File: config.mk
export PLATFORM = sky130hd
export DESIGN_NAME = key_meas_ctrl
export DESIGN_NICKNAME = d
export VERILOG_FILES = /design/src/rtl/key_meas_ctrl.sv
export SDC_FILE = /design/constraint.sdc
export NUM_CORES = 1
export LEC_CHECK = 0
export CAP_MARGIN = 20
export CORE_MARGIN = 5
export CORE_UTILIZATION = 54
export CTS_CLUSTER_SIZE = 16
export DETAILED_ROUTE_END_ITERATION = 6
export GPL_TIMING_DRIVEN = 1
export PLACE_DENSITY_LB_ADDON = 0.1
export SLEW_MARGIN = 5
export SYNTH_ARGS = -nofsm -noshare
export SYNTH_HDL_FRONTEND = slang
export SYNTH_SLANG_ARGS = --single-unit
export TNS_END_PERCENT = 1
File: constraint.sdc
create_clock -name sys_clk -period 3.24 [get_ports sys_clk]
set_clock_uncertainty 0.2 [all_clocks]
set_input_delay 0.648 -clock sys_clk [delete_from_list [all_inputs] [get_ports sys_clk]]
set_output_delay 0.648 -clock sys_clk [all_outputs]
set_load 0.005 [all_outputs]
File: src/rtl/key_meas_ctrl.sv
// Sequencing controller between the key block and the frequency/period core:
// key-driven configuration, start/done/abort handshake, display hold, watchdog, LEDs.
module key_meas_ctrl #(
  parameter int CLK_FREQ   = 50_000_000,
  parameter int TICK_HZ    = 1_000,
  parameter int LONG_MS    = 1000,
  parameter int REPEAT_MS  = 200,
  parameter int HOLD_MS    = 500,
  parameter int TIMEOUT_MS = 12000
) (
  input  logic       sys_clk,
  input  logic       sys_rst,
  input  logic [3:0] key_pos,
  input  logic [3:0] key_lvl,
  input  logic       meas_done,
  output logic       meas_start,
  output logic       meas_abort,
  output logic       meas_busy,
  output logic [1:0] mode,
  output logic [1:0] gate_sel,
  output logic       single,
  output logic       run,
  output logic       timeout_err,
  output logic [2:0] state,
  output logic [7:0] led
);

  localparam int DIV = CLK_FREQ / TICK_HZ;
  localparam int TW  = (DIV > 2) ? $clog2(DIV) : 1;
  localparam logic [TW-1:0] C_TICK_LAST = TW'(DIV - 1);
  localparam logic [15:0]   C_LONG = 16'(LONG_MS);
  localparam logic [15:0]   C_REP  = 16'(REPEAT_MS);
  localparam logic [15:0]   C_HOLD = 16'(HOLD_MS);
  localparam logic [15:0]   C_TO   = 16'(TIMEOUT_MS);

  typedef enum logic [2:0] {
    S_IDLE = 3'd0, S_ARM = 3'd1, S_MEAS = 3'd2, S_HOLD = 3'd3, S_ERR = 3'd4
  } state_t;

  state_t      r_state, w_nxt_state;
  logic [TW-1:0] r_tick_cnt;
  logic [15:0] r_held, r_rep, r_hold, r_wd;
  logic [1:0]  r_mode, r_gate, w_nxt_mode, w_nxt_gate;
  logic        r_single, r_run, r_terr, r_abort;
  logic        w_nxt_single, w_nxt_run, w_nxt_terr, w_nxt_abort;
  logic [7:0]  r_led;
  logic        w_tick, w_rep, w_cfg_ok, w_cfg, w_hold_exp, w_wd_exp;
  logic [3:0]  w_k;
  logic        w_unused;

  assign w_unused = ^{key_lvl[3:2], key_lvl[0]};
  assign w_tick   = (r_tick_cnt == C_TICK_LAST);

  // Lowest set bit wins; the rest of a multi-key cycle is dropped.
  assign w_k      = key_pos & (~key_pos + 4'd1);
  assign w_cfg_ok = (r_state == S_IDLE) || (r_state == S_HOLD);

  // First repeat step on the LONG_MS-th held tick, then every REPEAT_MS ticks.
  assign w_rep = key_lvl[1] && w_tick &&
                 ((r_held == C_LONG - 16'd1) || (r_held == C_LONG && r_rep == C_REP - 16'd1));
  assign w_cfg      = w_k[0] | w_k[1] | w_k[3] | w_rep;
  assign w_hold_exp = (r_state == S_HOLD) && w_tick && (r_hold == C_HOLD - 16'd1);
  assign w_wd_exp   = (r_state == S_MEAS) && w_tick && (r_wd == C_TO - 16'd1);

  always_ff @(posedge sys_clk or posedge sys_rst) begin
    if (sys_rst) begin
      r_tick_cnt <= '0;
      r_held     <= '0;
      r_rep      <= '0;
      r_hold     <= '0;
      r_wd       <= '0;
    end else begin
      r_tick_cnt <= w_tick ? '0 : r_tick_cnt + 1'b1;
      if (!key_lvl[1]) begin
        r_held <= '0;
        r_rep  <= '0;
      end else if (w_tick) begin
        if (r_held != C_LONG)          r_held <= r_held + 16'd1;
        else if (r_rep == C_REP - 16'd1) r_rep <= '0;
        else                           r_rep  <= r_rep + 16'd1;
      end
      if (r_state != S_HOLD) r_hold <= '0;
      else if (w_tick)       r_hold <= r_hold + 16'd1;
      if (r_state != S_MEAS) r_wd <= '0;
      else if (w_tick)       r_wd <= r_wd + 16'd1;
    end
  end

  always_comb begin
    w_nxt_state  = r_state;
    w_nxt_mode   = r_mode;
    w_nxt_gate   = r_gate;
    w_nxt_single = r_single;
    w_nxt_run    = r_run;
    w_nxt_terr   = r_terr;
    w_nxt_abort  = 1'b0;
    if (w_cfg_ok) begin
      if (w_k[0])         w_nxt_mode   = r_mode + 2'd1;
      if (w_k[1] | w_rep) w_nxt_gate   = r_gate + 2'd1;
      if (w_k[3])         w_nxt_single = ~r_single;
    end
    case (r_state)
      S_IDLE: begin
        if (w_k[2]) w_nxt_run = ~r_run;
        if (r_run)  w_nxt_state = S_ARM;
      end
      S_ARM: w_nxt_state = S_MEAS;
      S_MEAS: begin
        // done beats both a stop key and watchdog expiry in the same cycle
        if (meas_done) begin
          if (r_single || w_k[2]) begin
            w_nxt_run   = 1'b0;
            w_nxt_state = S_IDLE;
          end else begin
            w_nxt_state = S_HOLD;
          end
        end else if (w_k[2]) begin
          w_nxt_run   = 1'b0;
          w_nxt_abort = 1'b1;
          w_nxt_state = S_IDLE;
        end else if (w_wd_exp) begin
          w_nxt_run   = 1'b0;
          w_nxt_abort = 1'b1;
          w_nxt_terr  = 1'b1;
          w_nxt_state = S_ERR;
        end
      end
      S_HOLD: begin
        if (w_k[2]) begin
          w_nxt_run   = 1'b0;
          w_nxt_state = S_IDLE;
        end else if (w_cfg || w_hold_exp) begin
          w_nxt_state = S_ARM;
        end
      end
      S_ERR: begin
        if (|key_pos) begin
          w_nxt_terr  = 1'b0;
          w_nxt_state = S_IDLE;
        end
      end
      default: w_nxt_state = S_IDLE;
    endcase
  end

  always_ff @(posedge sys_clk or posedge sys_rst) begin
    if (sys_rst) begin
      r_state  <= S_IDLE;
      r_mode   <= 2'd0;
      r_gate   <= 2'd2;
      r_single <= 1'b0;
      r_run    <= 1'b0;
      r_terr   <= 1'b0;
      r_abort  <= 1'b0;
      r_led    <= 8'hFF;
    end else begin
      r_state  <= w_nxt_state;
      r_mode   <= w_nxt_mode;
      r_gate   <= w_nxt_gate;
      r_single <= w_nxt_single;
      r_run    <= w_nxt_run;
      r_terr   <= w_nxt_terr;
      r_abort  <= w_nxt_abort;
      r_led    <= ~{r_terr, (r_state == S_MEAS), r_single, r_run, r_gate, r_mode};
    end
  end

  assign meas_start  = (r_state == S_ARM);
  assign meas_busy   = (r_state == S_MEAS);
  assign meas_abort  = r_abort;
  assign mode        = r_mode;
  assign gate_sel    = r_gate;
  assign single      = r_single;
  assign run         = r_run;
  assign timeout_err = r_terr;
  assign state       = r_state;
  assign led         = r_led;

endmodule
# After elaboration in Yosys (flattened, before gate mapping)
# Index checks and enable logic that the tools add are counted.
# W data, S select, Z words.
# classes
n_reduce_logical,25
n_eq_ne,26
addsub,8
n_bitwise,9
mux,37
# ops
cell,n
$mux W16,12
$add A16 B1 Y16 const B,5
$eq A16 B10 Y1 const B,2
$mux W3,7
$eq A16 B14 Y1 const B,1
$eq A16 B16 Y1 const B,1
$eq A16 B8 Y1 const B,1
$eq A16 B9 Y1 const B,1
$ne A16 B10 Y1 const B,1
$pmux W3 S5,1
$mux W1,14
$ne A2 B2 Y1 const B,7
$ne A3 B2 Y1 const B,4
$reduce_and A2 Y1,5
$reduce_and A5 Y1,2
$not A8 Y8,1
$logic_and A1 B1 Y1,7
$eq A3 B2 Y1 const B,2
$ne A2 B1 Y1 const B,3
$reduce_bool A2 Y1,3
$add A2 B1 Y2 const B,2
$add A4 B1 Y4 const B,1
$and A4 B4 Y4,1
$logic_or A1 B1 Y1,4
13 further kinds,17
# word_totals
input_bits,11
wordCells,118
ff_bits,99
output_inout_bits,21

# Logic depth before layout (Yosys ltp)
# logic_depth
ltp_word,10
mapped_depth,8
mapped_depth_nobuf,7

# Least setup slack after synthesis
# No wires, ideal clock.
# synth_path
path_kind,register -> register
from,reg r_tick_cnt[10]
to,reg r_rep[10]
synth_period_minus_slack_ns,2.311
setup_ns,0.069
path_stages_with_launch,7
required_ns,2.971
path_buffers,1
slack_ns,0.929
t_arrival_ns,2.042
path_cell_list,dfrtp_1 > or4b_4 > nor4_4 > buf_6 > nand3_2 > or4_1 > nand3_1
# synth_between
elab_chain_cells,3
# synth_lines
element,line,rtl
start: declaration,41,logic [TW-1:0] r_tick_cnt;
start signal: assignment,73,r_tick_cnt <= w_tick ? '0 : r_tick_cnt + 1'b1;
$eq A16 B16 Y1,52,assign w_tick = (r_tick_cnt == C_TICK_LAST);
$ne A2 B1 Y1 (no source line),--,
$reduce_and A2 Y1 (no source line),--,
end signal: assignment,80,else r_rep <= r_rep + 16'd1;
end: declaration,42,"logic [15:0] r_held, r_rep, r_hold, r_wd;"
# Every way passes these cells.
# A chain may end at the register's enable or synchronous reset.

# Worst setup path after layout
# layout_path
from,"reg r_state[1], in the netlist state[1]"
to,out meas_busy
# layout_between
elab_chain_cells,1
# layout_lines
element,line,rtl
start: declaration,40,"state_t r_state, w_nxt_state;"
start signal: assignment,157,r_state <= w_nxt_state;
$eq A3 B2 Y1,169,assign meas_busy = (r_state == S_MEAS);
end: declaration,18,"output logic meas_busy,"
# Every way passes these cells.

==> flow_summary.yaml <==
placed_design:
  hpwlAfterDp_um: 7423
  gp_congestion: 0.8955
  place_ws_ps: 583.1
  io_buffers: 28
cts:
  clkSinkCount: 99
  clockRootBuffer: "clkbuf_8"
  ctsHoldBuffers: 0
  ctsResizeCount: 0
  cts_max_level: 3
  clock_path_buffers: 2
  clkTransAtPathRegs_ps: 110
  numCtsBuffers: 9
  clk_latency_ps: 370
  post_cts_buffers: 0
  cts_tree: "done"
worst_setup_path:
  worst_path_max_delay_cell: "dfrtp_1"
  max_stage_delay_ps: 550
  path_class: "reg -> out"
  cp_cell_sequence: "or3b_2, clkinv_1, clkdlybuf4s50_1"
  cp.required_ps: 2390
  arrival_ps: 2130
  worstSetupEndpointType: "output pin"
  worst-path-buf-inv: 2
  crit_family: "buffers and inverters"
  path_max_fanout: 11
  worstSetupStartpointType: "flip-flop"
outcome:
  outcome: "finished clean"
global_routing:
  antenna_found_initial: 0
  grt_max_degree: 83
  overflow: 0
  grt_first_pass_wirelength_um: 18760
  grtUsageTotal_pct: 19.91
  grt_pass1_vias: 4005
detailed_routing:
  final_antenna_net_count: 0
  wl_um: 10770
  drt_first_pass_iters: 5
  drc: 0
  drtIter0Drc: 132
  routedWlPerCell_um: 15.25
  vias_per_cell: 5.779
  num_vias: 4080
power_and_ir_drop:
  finalPower_mw: 2.729
  p_leak_nw: 2.373
  ir_drop_uv: 492.9
  p_per_area_nw_per_um2: 471.1
timing:
  rsz0062_at_grt: "false"
  min_period_over_period_pct: 92.03
  fin_setup_tns_ps: 0
  timing.fmax_mhz: 335.4
  setup_viol_count_final: 0
  drv_slew: 0
  worst_slack_ps: 258.4
  finalHoldViolCount: 0
  min_period_ps: 2982
  tightest_slew_ps: 570.0
  slew_headroom_pct: 61.86
logic_synthesis:
  yosys.area.top_type: "dfrtp_1"
  netlist_instances: 544
  yosys.area.top_type_share_pct: 43.62
  yosysMostFrequentCell: "dfrtp_1"
  syn_nets: 561
  yosys_register_bits: 99
  avgSynthCellArea_um2: 9.492
  ys_warn_count: 0
  ys_seq_area_share_pct: 48.19
  synth_common_cells: "dfrtp_1, nor2_1, nand2_1"
  async_reset_ff_share_pct: 100.0
  synthFlopType: "dfrtp_1"
  synthesis.area_um2: 5164
  yosysUniqueCellTypes: 49
  synth-edff-count: 0
  synthTopCellsByArea: "dfrtp_1, xor2_1, dfstp_2"
final_layout:
  drive_above_1_share_pct: 7.626
  area.growth.synth_to_final_pct: 12.19
  nets: 589
  final_util_pct: 62.40
  diodes: 0
floorplanning:
  die_h_um: 107.8
  coreArea_um2: 9284
  rows: 35
  start_util_pct: 55.62
  boundaryPins: 32
  fp.dieW_um: 107.8
  die_area_um2: 11620
hold_path:
  hold_class: "reg -> reg"
flow_run:
  max-cap-violations: 0
[through the flow]
| step | instances | hold slack, ps | cell area, um2 |
|---|---|---|---|
| CTS | 706 | 245.1 | 5793 |
| global route | 706 | 263.2 | 5793 |
| global placement | 690 | 219.0 | 5602 |
| detailed placement | 690 | 218.9 | 5602 |
| finish | 706 | 242.9 | 5793 |
| floorplan | 544 | 198.4 | 5167 |
[cells by family after synthesis]
logic type / count (synthesis) / synth area share (%)
adders and majority gates: 6 / 1.454
DFF: 99 / 48.19
AOI/OAI and AO/OA: 68 / 7.875
and+or+nand+nor: 276 / 29.56
muxes: 9 / 1.745
buffers and inverters: 41 / 3.538
xor gates and xnor gates: 45 / 7.633
[layout make-up]
cell class                 instances  area, um2
inverter                          20      78.83
tap                              129      161.4
clock inverter                     7      67.56
sequential                        99       2489
clock buffer                       9      123.9
fill                             831       3491
timing repair buffer              38      380.4
multi-input combinational        404       2492
[registers in the layout, summed over array words and instances (netlist names)]
| signal | count |
|---|---|
| r_held | 16 |
| led | 8 |
| mode | 2 |
| r_rep | 16 |
| single | 1 |
| meas_abort | 1 |
| run | 1 |
| state | 3 |
| timeout_err | 1 |
| gate_sel | 2 |
| r_wd | 16 |
| r_tick_cnt | 16 |
| r_hold | 16 |
[report_power, final]
| part | internal, mW | total, mW | leakage [nW] | switching [mW] |
|---|---|---|---|---|
| clock | 0.300 | 0.771 | 0.0993 | 0.471 |
| combinational | 0.269 | 0.538 | 0.954 | 0.268 |
| sequential | 1.34 | 1.42 | 1.32 | 0.0825 |
[cell usage in the layout (no fill, tap or decap), drive strengths merged, types with 14 or more instances in the layout]
cell           synthesis  routed
nand4                 28      28
dfrtp                 90      90
nand2                 50      50
xnor2                 14      14
inv                   19      22
xor2                  31      31
nand3                 39      39
nor3                  15      15
o21ai                 26      26
and3                  16      16
nor2                  51      51
clkdlybuf4s50          0      28
a21oi                 18      18
or4                   17      17
[metal layers]
| metal | track usage (%) | part of all wire [%] | routed length [um] | up-vias |
|---|---|---|---|---|
| met2 | 33.66 | 49 | 5308 | 56 |
| li1 | - | - | - | 2018 |
| met5 | 0 | 0 | 0 | - |
| met1 | 25.66 | 47 | 5054 | 1999 |
| met3 | 4.919 | 3.0 | 327 | 7 |
| met4 | 4.959 | 0.71 | 76 | 0 |
[worst paths after layout]
path | start | end | slack, ps | cells past startpoint
setup / recovery | state[1]$_DFFE_PP0P_ | meas_busy | 260 | 3
hold / removal | timeout_err$_DFFE_PP0P_ | led[7]$_DFF_PP1_ | 240 | 1
setup reg to reg | r_tick_cnt[12]$_DFF_PP0_ | r_hold[11]$_DFFE_PP0P_ | 570 | 5
hold reg to reg | timeout_err$_DFFE_PP0P_ | led[7]$_DFF_PP1_ | 240 | 1
max in group asynchronous | sys_rst | led[2]$_DFF_PP1_ | 1640 | 3
min in group asynchronous | sys_rst | r_rep[10]$_DFFE_PP0P_ | 420 | 2
Power figures use the tool's default switching activity.
